--- src/rtl/color_seq_pkg.sv ---
// Shared types, the power-on palette and the blend arithmetic width rule
// for the colour fade sequencer.
package color_seq_pkg;

   typedef enum logic [1:0] {
      IDLE,
      HOLD,
      FADE
   } state_t;

   typedef struct packed {
      logic [7:0] r;
      logic [7:0] g;
      logic [7:0] b;
   } rgb_t;

   localparam int DEFAULT_DEPTH = 8;

   // Entry 0 sits in the most significant slot of the concatenation.
   localparam rgb_t [0:DEFAULT_DEPTH-1] DEFAULT_PALETTE = {
      24'hFF_00_00,   // red
      24'hFF_3C_00,   // orange
      24'hFF_FF_00,   // yellow
      24'h00_FF_00,   // green
      24'h00_00_FF,   // blue
      24'h08_2E_54,   // indigo
      24'hA0_20_F0,   // purple
      24'hFF_FF_FF    // white
   };

   // One channel of a default entry, zero-extended; entries past the table are black.
   function automatic logic [31:0] default_chan(input int idx, input int ch);
      rgb_t        c;
      logic [31:0] v;
      v = '0;
      if (idx >= 0 && idx < DEFAULT_DEPTH) begin
         c = DEFAULT_PALETTE[idx[2:0]];
         case (ch)
            0:       v = 32'(c.r);
            1:       v = 32'(c.g);
            default: v = 32'(c.b);
         endcase
      end
      return v;
   endfunction

   // cur*(N-k) + nxt*k never exceeds (2^duty_w - 1) * 2^k_w.
   function automatic int blend_width(input int duty_w, input int k_w);
      return duty_w + k_w;
   endfunction

endpackage

--- src/rtl/color_fade_sequencer_if.sv ---
// Control, palette-write and duty-output bundle between board logic and the sequencer.
interface color_fade_sequencer_if #(
   parameter int DUTY_W   = 8,
   parameter int N_COLORS = 8
);
   localparam int IDX_W = $clog2(N_COLORS);

   logic                  enable;
   logic                  pause;
   logic                  advance;
   logic                  fade_en;
   logic                  wr_en;
   logic [IDX_W-1:0]      wr_addr;
   logic [3*DUTY_W-1:0]   wr_data;
   logic [DUTY_W-1:0]     r_duty;
   logic [DUTY_W-1:0]     g_duty;
   logic [DUTY_W-1:0]     b_duty;
   logic [IDX_W-1:0]      color_idx;
   logic                  color_change;

   modport master (
      output enable, pause, advance, fade_en, wr_en, wr_addr, wr_data,
      input  r_duty, g_duty, b_duty, color_idx, color_change
   );

   modport slave (
      input  enable, pause, advance, fade_en, wr_en, wr_addr, wr_data,
      output r_duty, g_duty, b_duty, color_idx, color_change
   );
endinterface

--- src/rtl/color_blend.sv ---
// Combinational single-channel linear blend: (cur*(FADE_STEPS-k) + nxt*k) >> K_W.
module color_blend
   import color_seq_pkg::*;
#(
   parameter int DUTY_W     = 8,
   parameter int FADE_STEPS = 16,
   parameter int K_W        = $clog2(FADE_STEPS)
) (
   input  logic [DUTY_W-1:0] cur,
   input  logic [DUTY_W-1:0] nxt,
   input  logic [K_W-1:0]    k,
   output logic [DUTY_W-1:0] duty
);
   localparam int W = blend_width(DUTY_W, K_W);

   logic [W-1:0] cur_w;
   logic [W-1:0] nxt_w;
   logic [W-1:0] wt_cur;
   logic [W-1:0] wt_nxt;
   logic [W-1:0] sum;

   assign cur_w  = W'(cur);
   assign nxt_w  = W'(nxt);
   assign wt_nxt = W'(k);
   assign wt_cur = W'(FADE_STEPS) - wt_nxt;
   assign sum    = cur_w * wt_cur + nxt_w * wt_nxt;
   assign duty   = sum[W-1:K_W];
endmodule

--- src/rtl/color_fade_sequencer.sv ---
// Palette-driven RGB duty sequencer: dwell on each entry, then hard-step or
// crossfade to the next; supports pause, early advance and runtime palette writes.
module color_fade_sequencer
   import color_seq_pkg::*;
#(
   parameter int DUTY_W       = 8,
   parameter int N_COLORS     = 8,
   parameter int DWELL_CYCLES = 62_500_000,
   parameter int STEP_CYCLES  = 1_000_000,
   parameter int FADE_STEPS   = 16
) (
   input logic                   clk,
   input logic                   rst_n,
   color_fade_sequencer_if.slave bus
);
   localparam int IDX_W   = $clog2(N_COLORS);
   localparam int K_W     = $clog2(FADE_STEPS);
   localparam int DWELL_W = (DWELL_CYCLES > 1) ? $clog2(DWELL_CYCLES) : 1;
   localparam int STEP_W  = (STEP_CYCLES > 1) ? $clog2(STEP_CYCLES) : 1;
   localparam int RGB_W   = 3 * DUTY_W;

   function automatic logic [RGB_W-1:0] default_entry(input int i);
      return {DUTY_W'(default_chan(i, 0)), DUTY_W'(default_chan(i, 1)),
              DUTY_W'(default_chan(i, 2))};
   endfunction

   logic [RGB_W-1:0]   palette_reg [N_COLORS];
   state_t             state_reg, state_next;
   logic [IDX_W-1:0]   idx_reg, idx_next, idx_succ;
   logic [DWELL_W-1:0] dwell_cnt_reg, dwell_next;
   logic [STEP_W-1:0]  step_cnt_reg, step_next;
   logic [K_W-1:0]     k_reg, k_next;
   logic               new_color_reg, new_color_next;
   logic [RGB_W-1:0]   duty_reg, duty_sel;
   logic [IDX_W-1:0]   color_idx_reg;
   logic               color_change_reg;
   logic [RGB_W-1:0]   cur_rgb, nxt_rgb, blend_rgb;
   logic               dwell_done, step_done, k_last;

   assign idx_succ   = (idx_reg == IDX_W'(N_COLORS - 1)) ? '0 : idx_reg + IDX_W'(1);
   assign cur_rgb    = palette_reg[idx_reg];
   assign nxt_rgb    = palette_reg[idx_succ];
   assign dwell_done = (dwell_cnt_reg == DWELL_W'(DWELL_CYCLES - 1));
   assign step_done  = (step_cnt_reg == STEP_W'(STEP_CYCLES - 1));
   assign k_last     = (k_reg == K_W'(FADE_STEPS - 1));

   for (genvar gi = 0; gi < 3; gi++) begin : g_chan
      color_blend #(
         .DUTY_W     (DUTY_W),
         .FADE_STEPS (FADE_STEPS),
         .K_W        (K_W)
      ) u_blend (
         .cur  (cur_rgb[(2 - gi) * DUTY_W +: DUTY_W]),
         .nxt  (nxt_rgb[(2 - gi) * DUTY_W +: DUTY_W]),
         .k    (k_reg),
         .duty (blend_rgb[(2 - gi) * DUTY_W +: DUTY_W])
      );
   end

   // Writes land on the clock edge, so a same-cycle read still sees the old entry.
   always_ff @(posedge clk or negedge rst_n) begin
      if (!rst_n) begin
         for (int i = 0; i < N_COLORS; i++) begin
            palette_reg[i] <= default_entry(i);
         end
      end else if (bus.wr_en) begin
         palette_reg[bus.wr_addr] <= bus.wr_data;
      end
   end

   always_comb begin
      state_next     = state_reg;
      idx_next       = idx_reg;
      dwell_next     = dwell_cnt_reg;
      step_next      = step_cnt_reg;
      k_next         = k_reg;
      new_color_next = 1'b0;
      if (!bus.enable) begin
         state_next = IDLE;
         idx_next   = '0;
         dwell_next = '0;
         step_next  = '0;
         k_next     = '0;
      end else if (bus.pause) begin
         new_color_next = new_color_reg;
      end else begin
         case (state_reg)
            IDLE: begin
               state_next     = HOLD;
               idx_next       = '0;
               dwell_next     = '0;
               new_color_next = 1'b1;
            end
            HOLD: begin
               if (dwell_done || bus.advance) begin
                  dwell_next = '0;
                  if (bus.fade_en) begin
                     state_next = FADE;
                     k_next     = K_W'(1);
                     step_next  = '0;
                  end else begin
                     idx_next       = idx_succ;
                     new_color_next = 1'b1;
                  end
               end else begin
                  dwell_next = dwell_cnt_reg + DWELL_W'(1);
               end
            end
            FADE: begin
               if (step_done) begin
                  step_next = '0;
                  if (k_last) begin
                     state_next     = HOLD;
                     idx_next       = idx_succ;
                     dwell_next     = '0;
                     new_color_next = 1'b1;
                  end else begin
                     k_next = k_reg + K_W'(1);
                  end
               end else begin
                  step_next = step_cnt_reg + STEP_W'(1);
               end
            end
            default: state_next = IDLE;
         endcase
      end
   end

   always_comb begin
      duty_sel = '0;
      case (state_reg)
         HOLD:    duty_sel = cur_rgb;
         FADE:    duty_sel = blend_rgb;
         default: duty_sel = '0;
      endcase
   end

   always_ff @(posedge clk or negedge rst_n) begin
      if (!rst_n) begin
         state_reg     <= IDLE;
         idx_reg       <= '0;
         dwell_cnt_reg <= '0;
         step_cnt_reg  <= '0;
         k_reg         <= '0;
         new_color_reg <= 1'b0;
      end else begin
         state_reg     <= state_next;
         idx_reg       <= idx_next;
         dwell_cnt_reg <= dwell_next;
         step_cnt_reg  <= step_next;
         k_reg         <= k_next;
         new_color_reg <= new_color_next;
      end
   end

   // Output stage trails the state by one cycle; color_change rides along so it
   // coincides with the new colour. Paused outputs freeze but the pulse is not stretched.
   always_ff @(posedge clk or negedge rst_n) begin
      if (!rst_n) begin
         duty_reg         <= '0;
         color_idx_reg    <= '0;
         color_change_reg <= 1'b0;
      end else if (!bus.enable) begin
         duty_reg         <= '0;
         color_idx_reg    <= '0;
         color_change_reg <= 1'b0;
      end else if (bus.pause) begin
         color_change_reg <= 1'b0;
      end else begin
         duty_reg         <= duty_sel;
         color_idx_reg    <= idx_reg;
         color_change_reg <= new_color_reg;
      end
   end

   assign bus.r_duty       = duty_reg[3*DUTY_W-1 -: DUTY_W];
   assign bus.g_duty       = duty_reg[2*DUTY_W-1 -: DUTY_W];
   assign bus.b_duty       = duty_reg[DUTY_W-1:0];
   assign bus.color_idx    = color_idx_reg;
   assign bus.color_change = color_change_reg;
endmodule

--- src/flat_wrapper.sv ---
// flat-port wrapper written by rule: the top's interface ports become plain ports
module color_fade_sequencer_flat import color_seq_pkg::*;
#(
   parameter int DUTY_W       = 8,
   parameter int N_COLORS     = 8,
   parameter int DWELL_CYCLES = 62_500_000,
   parameter int STEP_CYCLES  = 1_000_000,
   parameter int FADE_STEPS   = 16
)
  (clk, rst_n, bus_enable, bus_pause, bus_advance, bus_fade_en, bus_wr_en, bus_wr_addr, bus_wr_data, bus_r_duty, bus_g_duty, bus_b_duty, bus_color_idx, bus_color_change);
  color_fade_sequencer_if #(.DUTY_W(DUTY_W), .N_COLORS(N_COLORS)) bus_i ();
  input logic clk;
  input logic rst_n;
  input wire logic [$bits(bus_i.enable)-1:0] bus_enable;
  input wire logic [$bits(bus_i.pause)-1:0] bus_pause;
  input wire logic [$bits(bus_i.advance)-1:0] bus_advance;
  input wire logic [$bits(bus_i.fade_en)-1:0] bus_fade_en;
  input wire logic [$bits(bus_i.wr_en)-1:0] bus_wr_en;
  input wire logic [$bits(bus_i.wr_addr)-1:0] bus_wr_addr;
  input wire logic [$bits(bus_i.wr_data)-1:0] bus_wr_data;
  output wire logic [$bits(bus_i.r_duty)-1:0] bus_r_duty;
  output wire logic [$bits(bus_i.g_duty)-1:0] bus_g_duty;
  output wire logic [$bits(bus_i.b_duty)-1:0] bus_b_duty;
  output wire logic [$bits(bus_i.color_idx)-1:0] bus_color_idx;
  output wire logic [$bits(bus_i.color_change)-1:0] bus_color_change;
  assign bus_i.enable = bus_enable;
  assign bus_i.pause = bus_pause;
  assign bus_i.advance = bus_advance;
  assign bus_i.fade_en = bus_fade_en;
  assign bus_i.wr_en = bus_wr_en;
  assign bus_i.wr_addr = bus_wr_addr;
  assign bus_i.wr_data = bus_wr_data;
  assign bus_r_duty = bus_i.r_duty;
  assign bus_g_duty = bus_i.g_duty;
  assign bus_b_duty = bus_i.b_duty;
  assign bus_color_idx = bus_i.color_idx;
  assign bus_color_change = bus_i.color_change;
  color_fade_sequencer #(.DUTY_W(DUTY_W), .N_COLORS(N_COLORS), .DWELL_CYCLES(DWELL_CYCLES), .STEP_CYCLES(STEP_CYCLES), .FADE_STEPS(FADE_STEPS)) u_core (.clk(clk), .rst_n(rst_n), .bus(bus_i));
endmodule
--- config.mk ---
export PLATFORM = sky130hd
export DESIGN_NAME = color_fade_sequencer_flat
export DESIGN_NICKNAME = d
export VERILOG_FILES = /design/src/rtl/color_seq_pkg.sv /design/src/rtl/color_fade_sequencer_if.sv /design/src/rtl/color_blend.sv /design/src/rtl/color_fade_sequencer.sv /design/src/flat_wrapper.sv
export SDC_FILE = /design/constraint.sdc
export NUM_CORES = 1
export LEC_CHECK = 0
export ABC_AREA = 1
export ABC_CLOCK_PERIOD_IN_PS = 6500
export CELL_PAD_IN_SITES_DETAIL_PLACEMENT = 1
export CELL_PAD_IN_SITES_GLOBAL_PLACEMENT = 1
export CORE_ASPECT_RATIO = 0.7
export CORE_UTILIZATION = 40
export DETAILED_ROUTE_END_ITERATION = 8
export PLACE_DENSITY = 0.85
export SLEW_MARGIN = 20
export SYNTH_ARGS = -nofsm -noshare
export SYNTH_HDL_FRONTEND = slang
export SYNTH_SLANG_ARGS = --single-unit
--- constraint.sdc ---
create_clock -name clk -period 6.5 [get_ports clk]
set_input_delay 1.3 -clock clk [delete_from_list [all_inputs] [get_ports clk]]
set_output_delay 1.3 -clock clk [all_outputs]
set_load 0.02 [all_outputs]
# After elaboration in Yosys (flattened, before gate mapping)
# Cells that the tools add are included.
# word_totals
regBits	276
latchBits	0
ramBits	0
mem_bits_ro	0
in_bits	34
output_inout_bits	28
mem_count	0
# classes
n_addsub	8
multipliers	6
div_mod_pow	0
order_cmp	4
n_eq_ne	15
shifts	0
n_mux	57
n_bitwise	3
n_reduce_logical	8
# op_table
op	n
bitwise mux 192 bit	1
two-way mux 24 bit	7
binary-select mux 24 bit (select 3 bit)	2
two-way mux 26 bit	5
two-way mux 20 bit	5
case mux 26 bit (3 select lines)	1
demux 24 bit (select 3 bit)	1
case mux 24 bit (2 select lines)	1
case mux 20 bit (2 select lines)	1
adder 12 bit	3
multiplier 8 x 12 -> 12 bit	3
multiplier 8 x 4 -> 12 bit	3
two-way mux 3 bit	9
adder 26 x 1 -> 26 bit, second input constant	1
equality test 26 bit, second input constant	1
two-way mux 4 bit	6
adder 20 x 1 -> 20 bit, second input constant	1
equality test 20 bit, second input constant	1
greater-or-equal comparator 4 bit, second input constant	3
two-way mux 2 bit	6
inverter 3 -> 4 bit	3
AND reduction 6 bit	2
inequality test 3 x 2 -> 1 bit, second input constant	3
inequality test 3 bit, second input constant	3
21 further kinds	29

# Longest topological paths before layout
# Gate-level depths: netlist of the first run.
# logic_depth
ltp_word	11
ltp_mapped	34
mapped_depth_nobuf	32

# Hierarchy
# A second synthesis of the first run with hierarchy kept.
# unflattened
hier_cells	3222
area_unflattened_um2	22924.5
# by_module_without_submodules
mod	n_inst	cells_each	area_each_um2	seq_area_each_um2
color_fade_sequencer	1	2154	15516.1	7020.5
color_blend at u_core.g_chan[0].u_blend ...	2	354	2471.1	0.0
color_blend at u_core.g_chan[2].u_blend	1	360	2466.1	0.0

# Worst setup path before layout of the first run
# OpenSTA, ideal clock, no wires.
# synth_timing
kind	flip-flop to flip-flop
start	register u_core.idx_reg[0]
end	register u_core.duty_reg[15]
setup_time_ps	117
t_arrival_ps	6007
required_ps	6383
path_slack_ps	376
stages_incl_launch_ff	33
path_cell_list	dfrtp_1 -> ha_1 -> ha_1 -> nor2_2 -> inv_2 -> buf_6 -> buf_4 -> buf_2 -> a221oi_1 -> nor3_1 -> a21oi_2 -> nor2_1 -> fa_1 -> inv_1 -> fa_1 -> fa_1 -> inv_1 -> fa_1 -> inv_1 -> fa_1 -> inv_1 -> ha_1 -> nand2_1 -> nor3_1 -> nand4_1 -> inv_1 -> nand4_1 -> nand2_1 -> nand2_1 -> nand2_1 -> o21ai_1 -> nand2_1 -> nand2_1
# synth_via
elab_chain_cells	11
word_cells_on_any_way	17
# synth_rtl
element	line	rtl
start, declared	color_fade_sequencer.sv:29	logic [IDX_W-1:0] idx_reg, idx_next, idx_succ;
start signal, assigned	color_fade_sequencer.sv:148	idx_reg <= idx_next;
adder 3 x 1 -> 3 bit / equality test 3 bit (equally long branches)	color_fade_sequencer.sv:40	assign idx_succ = (idx_reg == IDX_W'(N_COLORS - 1)) ? '0 : idx_reg + IDX_W'(1);
two-way mux 3 bit	color_fade_sequencer.sv:40	
inverter 3 -> 4 bit (implied by the code)	color_fade_sequencer.sv:42	assign nxt_rgb = palette_reg[idx_succ];
binary-select mux 24 bit (select 3 bit)	color_fade_sequencer.sv:42	
two-way mux 24 bit (implied by the code) (2 in series)	color_fade_sequencer.sv:42	
multiplier 8 x 4 -> 12 bit	color_blend.sv:26	assign sum = cur_w * wt_cur + nxt_w * wt_nxt;
adder 12 bit	color_blend.sv:26	
case mux 24 bit (2 select lines) (*)	color_fade_sequencer.sv:131	case (state_reg)
two-way mux 24 bit (*)	color_fade_sequencer.sv:167	end else if (bus.pause) begin
two-way mux 24 bit (*)	color_fade_sequencer.sv:163	end else if (!bus.enable) begin
end signal, assigned	color_fade_sequencer.sv:170	duty_reg <= duty_sel;
end, declared	color_fade_sequencer.sv:34	logic [RGB_W-1:0] duty_reg, duty_sel;
# Mark *: on every way between the ends. The rest lies on a longest branch, timed or not. The select of a mux whose other input is x is not followed.
# A chain may end at the register's enable or synchronous reset.

# Final worst setup path of the first run
# layout_timing
start	register u_core.idx_reg[0]
end	register u_core.duty_reg[13]
# The elaborated chain is that of the path after synthesis.

==> out/summary.log, run 1 <==
INFO  outcome        run_status=completed
INFO  sta            fin_hold_ws=480ps
INFO  sta            tns=0ps
INFO  sta            final-hold-violation-count=0
INFO  sta            min_period=6370ps
INFO  setup_path     regToRegStartpoint=u_core.idx_reg[0]$_DFFE_PN0P_
INFO  clock_network  cts_buffer_depth=3
INFO  die            initial_utilization=40.7%
INFO  sta            layout_worst_path_cycle_share=98.0%
INFO  setup_path     critical_path.endpoint_type=flop
INFO  synthesis      synth_seq_area_share=32.0%
INFO  synthesis      synth_edf_count=0
INFO  placement      detailedPlacementHpwl=54800um
INFO  clock_network  cts_num_sinks=276
INFO  setup_path     path_delay_family=adder cells
INFO  worst_hold_path worst_hold_startpoint=u_core.duty_reg[19]$_DFFE_PN0N_
INFO  setup_path     worstSetupStartpointType=flop
INFO  finish         area.growth.synth_to_final=16.2%
INFO  die            die_y=198um
INFO  synthesis      synth_ff_type=sky130_fd_sc_hd__dfrtp_1
INFO  die            core_region_area=0.0539mm^2
INFO  placement      io_buffers=61
INFO  grt            grt_usage=27.8%
INFO  detailed_routing viasPerCell=5.78
INFO  grt            grt_pass1_wl=123000um
INFO  synthesis      synthSimpleGateAreaFrac=22.6%
INFO  clock_network  total_clock_buffers_created_by_cts=30
INFO  detailed_routing antenna_violating_nets_post_route=0
INFO  sta            finalSetupViolations=0
INFO  setup_path     arrival=6850ps
INFO  synthesis      post_synth_num_cell_types=54
INFO  die            num_rows=71
INFO  run            drv.max_cap_violation_count=0
INFO  finish         final_nets=3202
INFO  setup_path     timing_worst_setup_path_type=reg2reg
INFO  grt            largest_net_degree_at_the_start_of_global_routing=135
INFO  setup_path     critical-path-slowest-cell=sky130_fd_sc_hd__fa_1
INFO  synthesis      syn-cell-area=0.0219mm^2
INFO  detailed_routing drc_errors=0
INFO  synthesis      syn_avg_cell_area=7.65um^2
INFO  finish         number_of_inserted_diodes=0
INFO  grt            grt_overflow_total=0
INFO  synthesis      synthesis.nets=3151
INFO  detailed_routing detailroute.via_count=21257
INFO  detailed_routing dr.pass1.iters=6
INFO  finish         most-common-layout-cells=sky130_fd_sc_hd__nand2_1 (602), sky130_fd_sc_hd__inv_1 (359), sky130_fd_sc_hd__o21ai_0 (333)
INFO  die            die-width=282um
INFO  detailed_routing initialDrtViolationCount=1882
INFO  die            pin_count=62
INFO  synthesis      synthAdderAreaFrac=18.8%
INFO  worst_hold_path timing.hold.worst.class=reg2reg
INFO  clock_network  htree_num_levels=1
INFO  setup_path     crit_top_cell=sky130_fd_sc_hd__nand2_1
INFO  synthesis      number_of_standard_cells_after_synthesis=2870
INFO  synthesis      yosys_warning_count=0
INFO  die            fp.dieArea=0.0558mm^2
INFO  synthesis      yosys.area_share.xor_xnor=1.80%
INFO  finish         max_reg_flops=192
INFO  finish         share_of_post_route_cells_with_drive_strength_above_1=13.0%
INFO  grt            initial_antenna_violation_count=1
INFO  sta            finalClockSkew=23.3ps
INFO  setup_path     critical_path.max_stage_delay=590ps
INFO  placement      last_weighted_congestion_value_of_the_routability_driven_placer=0.916
INFO  sta            tightest_slew=892ps
INFO  clock_network  tritoncts=built
INFO  detailed_routing wl_per_instance=21.7um
INFO  grt            first_global_vias=22557
INFO  detailed_routing drt_wl_total=79800um
INFO  setup_path     worst-path-max-fanout=4
INFO  synthesis      synth_top_family_by_area=simple AND/OR/NAND/NOR gates
INFO  clock_network  clock_insertion_delay_worst_skew=600ps
INFO  synthesis      synth_compound_area_share=15.1%
INFO  setup_path     critical_path_required=6980ps
INFO  clock_network  clk_pin_slew_worst_paths=70ps
INFO  setup_path     timing.critical_path.from=u_core.idx_reg[0]$_DFFE_PN0P_
INFO  synthesis      flops_latches_synth=276
INFO  sta            slew_headroom=40.5%
INFO  finish         layout.cells.most_common=sky130_fd_sc_hd__nand2_1
INFO  setup_path     crit_buf_inv=5
INFO  clock_network  post_cts_hold_buffer_count=0
INFO  clock_network  ctsRootBufferMaster=sky130_fd_sc_hd__clkbuf_16
INFO  sta            fmax=157MHz
INFO  synthesis      async_flop_share=100%
INFO  synthesis      synth.mux.area_fraction=0%
INFO  sta            slew_violations=0
timing repair:
item,in CTS,in global routing
gates cloned,0,7
endpoints found under the setup margin,5,22
setup buffers,0,17
pin swaps,0,38
gates resized for setup,3,107
endpoints found under the hold margin,0,0
worst paths after layout:
path                                                       to  slack (ps)  cells past startpoint
setup / recovery              u_core.duty_reg[13]$_DFFE_PN0N_         130                     30
hold / removal                u_core.duty_reg[19]$_DFFE_PN0N_         480                      2
setup reg to reg              u_core.duty_reg[13]$_DFFE_PN0N_         130                     30
hold reg to reg               u_core.duty_reg[19]$_DFFE_PN0N_         480                      2
max in group asynchronous       u_core.idx_reg[0]$_DFFE_PN0P_        4590                      2
min in group asynchronous  u_core.palette_reg[85]$_DFFE_PN0P_         710                      1
routing by layer:
metal / global-route usage [%] / wire length [um] / up-vias
li1: - / - / 9378
met1: 37.4 / 33800 / 10845
met2: 46.2 / 37800 / 841
met3: 3.81 / 5490 / 193
met4: 9.02 / 2690 / 0
met5: 0 / 0 / -
area by class of cell:
class / count / area (um^2)
multi-input cells: 2058 / 13200
fillers: 6566 / 28400
inverters: 385 / 1470
flip-flops and latches: 276 / 7020
clock buffers: 47 / 916
repair buffers: 170 / 1780
clock inverters: 9 / 174
well taps: 730 / 913
per-stage QoR:
stage	instance area (um^2)	worst slack, ps	utilization [%]	std cells
floorplan	21900	376	-	2870
global placement	23600	176	43.8	3595
detailed placement	23600	-24.7	43.8	3595
CTS	24700	6.73	45.8	3651
global route	25500	-118	47.3	3675
finish	25500	129	47.3	3675
cell usage after synthesis (4+ instances only):
library cell / number / share of area [%]
sky130_fd_sc_hd__dfrtp_1: 185 / 21
sky130_fd_sc_hd__nor3_1: 49 / 1.1
sky130_fd_sc_hd__o22ai_1: 28 / 0.80
sky130_fd_sc_hd__a21oi_2: 6 / 0.24
sky130_fd_sc_hd__o21ai_1: 26 / 0.59
sky130_fd_sc_hd__xor2_1: 28 / 1.1
sky130_fd_sc_hd__o21bai_2: 4 / 0.21
sky130_fd_sc_hd__buf_2: 35 / 0.80
sky130_fd_sc_hd__o21bai_1: 4 / 0.14
sky130_fd_sc_hd__fa_1: 138 / 13
sky130_fd_sc_hd__nor2_2: 4 / 0.11
sky130_fd_sc_hd__o211ai_1: 8 / 0.27
sky130_fd_sc_hd__clkbuf_1: 98 / 1.7
sky130_fd_sc_hd__inv_2: 21 / 0.36
sky130_fd_sc_hd__o41ai_1: 5 / 0.20
sky130_fd_sc_hd__ha_1: 109 / 6.2
sky130_fd_sc_hd__nand2_1: 608 / 10
sky130_fd_sc_hd__nor3b_1: 4 / 0.14
sky130_fd_sc_hd__inv_1: 362 / 6.2
sky130_fd_sc_hd__nand2_2: 7 / 0.20
sky130_fd_sc_hd__nor2_1: 336 / 5.7
sky130_fd_sc_hd__buf_4: 4 / 0.14
sky130_fd_sc_hd__nand3_1: 115 / 2.6
sky130_fd_sc_hd__xnor2_1: 17 / 0.68
sky130_fd_sc_hd__nand4_1: 23 / 0.66
sky130_fd_sc_hd__o221ai_1: 30 / 1.2
sky130_fd_sc_hd__or2_1: 14 / 0.40
sky130_fd_sc_hd__buf_6: 8 / 0.41
sky130_fd_sc_hd__o21ai_0: 336 / 7.7
sky130_fd_sc_hd__buf_1: 6 / 0.10
sky130_fd_sc_hd__a21oi_1: 83 / 1.9
sky130_fd_sc_hd__a221oi_1: 36 / 1.4
sky130_fd_sc_hd__dfstp_2: 91 / 11
sky130_fd_sc_hd__nor4_1: 8 / 0.23
worst register-to-register path: cells and delay by family (launching register included):
family | cells | cell delay (ps)
AO/OA/AOI/OAI | 1 | 240
buffers and inverters | 5 | 590
AND/OR/NAND/NOR | 16 | 1630
flip-flops | 1 | 500
adder cells (fa/ha/maj) | 8 | 3280
kinds of logic after synthesis:
family / count (synthesis)
and+or+nand+nor: 1188
AOI/OAI and AO/OA: 578
buffers and inverters: 536
DFF: 276
adders and majority gates: 247
xor gates and xnor gates: 45
Power of run 1 is left out: the tool's default activity adds up to more than one toggle a clock period on the data nets, which glitch-free logic cannot reach.
==> run 2, diff against run 1 <==
--- a/config.mk
+++ b/config.mk
@@ -10,9 +10,10 @@
 export CELL_PAD_IN_SITES_DETAIL_PLACEMENT = 1
 export CELL_PAD_IN_SITES_GLOBAL_PLACEMENT = 1
 export CORE_ASPECT_RATIO = 0.7
-export CORE_UTILIZATION = 40
+export CORE_UTILIZATION = 43
 export DETAILED_ROUTE_END_ITERATION = 8
-export PLACE_DENSITY = 0.85
+export GPL_ROUTABILITY_DRIVEN = 0
+export PLACE_DENSITY = 0.9
 export SLEW_MARGIN = 20
 export SYNTH_ARGS = -nofsm -noshare
 export SYNTH_HDL_FRONTEND = slang
==> run 2 against run 1 <==
  * The run now ends with setup timing left
  * Global-route usage grew 3.1 points
  * Critical path type unchanged
  * Maximum frequency shrank 2.8%
  * First-iteration DRC count grew 27%
  * Non-clock buffer count shrank 21
  * Die area shrank 6.9%
==> out/summary.log, run 2 (synthesis gave the netlist of run 1 again) <==
INFO  outcome        run_status=complete, but fails checks
INFO  outcome        failed_checks=setup timing
INFO  detailed_routing initialDrtViolationCount=2394
INFO  worst_hold_path worstHoldEndpoint=u_core.duty_reg[20]$_DFFE_PN0N_
INFO  finish         layout.cells.most_common=sky130_fd_sc_hd__nand2_1
INFO  die            die_y=191um
INFO  clock_network  htree_num_levels=1
INFO  clock_network  clk_pin_slew_worst_paths=70ps
INFO  die            num_rows=68
INFO  detailed_routing viasPerCell=6.11
INFO  finish         most-common-layout-cells=sky130_fd_sc_hd__nand2_1 (601), sky130_fd_sc_hd__inv_1 (359), sky130_fd_sc_hd__nor2_1 (333)
INFO  finish         multi_input_area=0.0133mm^2
INFO  die            die-width=272um
INFO  die            pin_count=62
INFO  setup_path     reg2reg_slack=-60ps
INFO  grt            initial_antenna_violation_count=0
INFO  sta            slew_headroom=24.9%
INFO  clock_network  cts_buffer_depth=3
INFO  sta            timing.final.ws_setup=-55.9ps
INFO  setup_path     ff2ff_path_depth=27
INFO  sta            slew_violations=0
INFO  finish         share_of_post_route_cells_with_drive_strength_above_1=12.4%
INFO  setup_path     critical_path.max_stage_delay=560ps
INFO  die            fp.dieArea=0.0520mm^2
INFO  die            core_region_area=0.0499mm^2
INFO  setup_path     timing_worst_setup_path_type=reg2reg
INFO  setup_path     critical_path.endpoint_type=flop
INFO  sta            tns=-115ps
INFO  detailed_routing drc_errors=0
INFO  setup_path     worst-path-max-fanout=38
INFO  finish         area.growth.synth_to_final=14.5%
INFO  setup_path     arrival=7080ps
INFO  detailed_routing drt-met1-wl=33800um
INFO  setup_path     worstSetupStartpointType=flop
INFO  sta            finalClockSkew=26.3ps
INFO  grt            first_global_vias=22973
INFO  placement      io_buffers=61
INFO  grt            grt_overflow_total=0
INFO  sta            setup_repair_after_global_routing_missed_its_margin=yes
INFO  finish         final_nets=3180
INFO  setup_path     critical_path_required=7020ps
INFO  detailed_routing dr.pass1.iters=7
INFO  detailed_routing detailroute.via_count=21932
INFO  finish         max_reg_flops=192
INFO  detailed_routing wl_met2=40000um
INFO  clock_network  tritoncts=built
INFO  placement      detailedPlacementHpwl=55900um
INFO  sta            fmax=153MHz
INFO  sta            finalSetupViolations=4
INFO  sta            layout_worst_path_cycle_share=101%
INFO  detailed_routing antenna_violating_nets_post_route=0
INFO  clock_network  cts_num_sinks=276
INFO  detailed_routing topRoutingLayerUsed=met4
INFO  setup_path     rr_endpoint=u_core.duty_reg[15]$_DFFE_PN0N_
INFO  grt            grt_pass1_wl=127000um
INFO  setup_path     critical-path-slowest-cell=sky130_fd_sc_hd__fa_1
INFO  finish         fillers=6080
INFO  sta            tightest_slew=1130ps
INFO  die            initial_utilization=44.0%
INFO  run            drv.max_cap_violation_count=0
INFO  detailed_routing drt_wl_total=84600um
INFO  worst_hold_path hold_depth=2
INFO  clock_network  clock_insertion_delay_worst_skew=600ps
INFO  worst_hold_path timing.hold.worst.class=reg2reg
INFO  sta            min_period=6560ps
INFO  detailed_routing wl_per_instance=23.6um
INFO  grt            grt_usage=30.9%
INFO  detailed_routing dr_wl_met3=7000um
INFO  finish         number_of_inserted_diodes=0
INFO  clock_network  ctsRootBufferMaster=sky130_fd_sc_hd__clkbuf_16
INFO  grt            largest_net_degree_at_the_start_of_global_routing=113
INFO  clock_network  post_cts_hold_buffer_count=0
INFO  finish         area.sequential=0.00702mm^2
INFO  worst_hold_path worst_hold_startpoint=u_core.duty_reg[20]$_DFFE_PN0N_
INFO  clock_network  total_clock_buffers_created_by_cts=29
INFO  sta            final-hold-violation-count=0
INFO  setup_path     regToRegStartpoint=u_core.idx_reg[0]$_DFFE_PN0P_
[run 2: cell count changes in the layout (fill, tap and decap cells not counted), moves of 4 or more]
| cell | before | now |
|---|---|---|
| sky130_fd_sc_hd__o21ai_0 | 333 | 326 |
| sky130_fd_sc_hd__buf_4 | 78 | 66 |
| sky130_fd_sc_hd__clkbuf_8 | 8 | 4 |
| sky130_fd_sc_hd__clkbuf_16 | 36 | 32 |
| sky130_fd_sc_hd__a221oi_2 | 20 | 13 |
| sky130_fd_sc_hd__a221oi_1 | 15 | 20 |
| sky130_fd_sc_hd__nand2_4 | 2 | 6 |
| sky130_fd_sc_hd__o21ai_1 | 26 | 33 |
[run 2: how the worst max path moves through the flow]
stage,startpoint,end,depth (start not counted)
CTS,u_core.idx_reg[0]$_DFFE_PN0P_,u_core.duty_reg[9]$_DFFE_PN0N_,26
floorplan,u_core.idx_reg[0]$_DFFE_PN0P_,u_core.duty_reg[15]$_DFFE_PN0N_,32
finish,u_core.idx_reg[0]$_DFFE_PN0P_,u_core.duty_reg[15]$_DFFE_PN0N_,27
global placement,u_core.idx_reg[0]$_DFFE_PN0P_,u_core.duty_reg[15]$_DFFE_PN0N_,30
detailed placement,u_core.idx_reg[0]$_DFFE_PN0P_,u_core.duty_reg[5]$_DFFE_PN0N_,30
global route,u_core.idx_reg[0]$_DFFE_PN0P_,u_core.duty_reg[15]$_DFFE_PN0N_,27
[run 2: per-stage QoR]
| step | instance area [um^2] | setup slack, ps | util, % | hold WS (ps) | std cells |
|---|---|---|---|---|---|
| global placement | 23300 | 96.9 | 46.7 | 468 | 3508 |
| global route | 25100 | -239 | 50.4 | 514 | 3587 |
| detailed placement | 23300 | -197 | 46.7 | 472 | 3508 |
| floorplan | 21900 | 376 | - | 449 | 2870 |
| CTS | 24500 | -4.51 | 49.2 | 490 | 3569 |
| finish | 25100 | -55.9 | 50.4 | 484 | 3587 |
[run 2: final cells by class]
| type | count | area share (%) |
|---|---|---|
| Tap cell | 665 | 3.31 |
| Clock buffer | 40 | 3.29 |
| Multi-Input combinational cell | 2058 | 52.8 |
| Sequential cell | 276 | 27.9 |
| Clock inverter | 14 | 0.846 |
| Inverter | 385 | 5.79 |
| Timing Repair Buffer | 149 | 6.05 |
[run 2: critical path: cells and delay by family (launching register included)]
| kind | cells | cell delay, ps |
|---|---|---|
| fa+ha+maj | 8 | 3370 |
| compound gates | 6 | 1280 |
| buf+inv | 5 | 600 |
| simple gates | 8 | 700 |
| flops | 1 | 500 |
[run 2: per-layer routing]
| metal | track usage (%) | vias to the layer above |
|---|---|---|
| met3 | 4.32 | 292 |
| li1 | - | 9337 |
| met2 | 50.9 | 1191 |
| met4 | 13.8 | 0 |
| met5 | 0 | - |
| met1 | 40.5 | 11112 |
[run 2: timing repair]
item / 4_1_cts / 5_1_grt
gates resized for setup: 22 / 107
setup buffers: 6 / 16
cloned: 1 / 2
endpoints found under the setup margin: 18 / 22
pin swaps: 4 / 49
Power of run 2 is left out for the same reason.
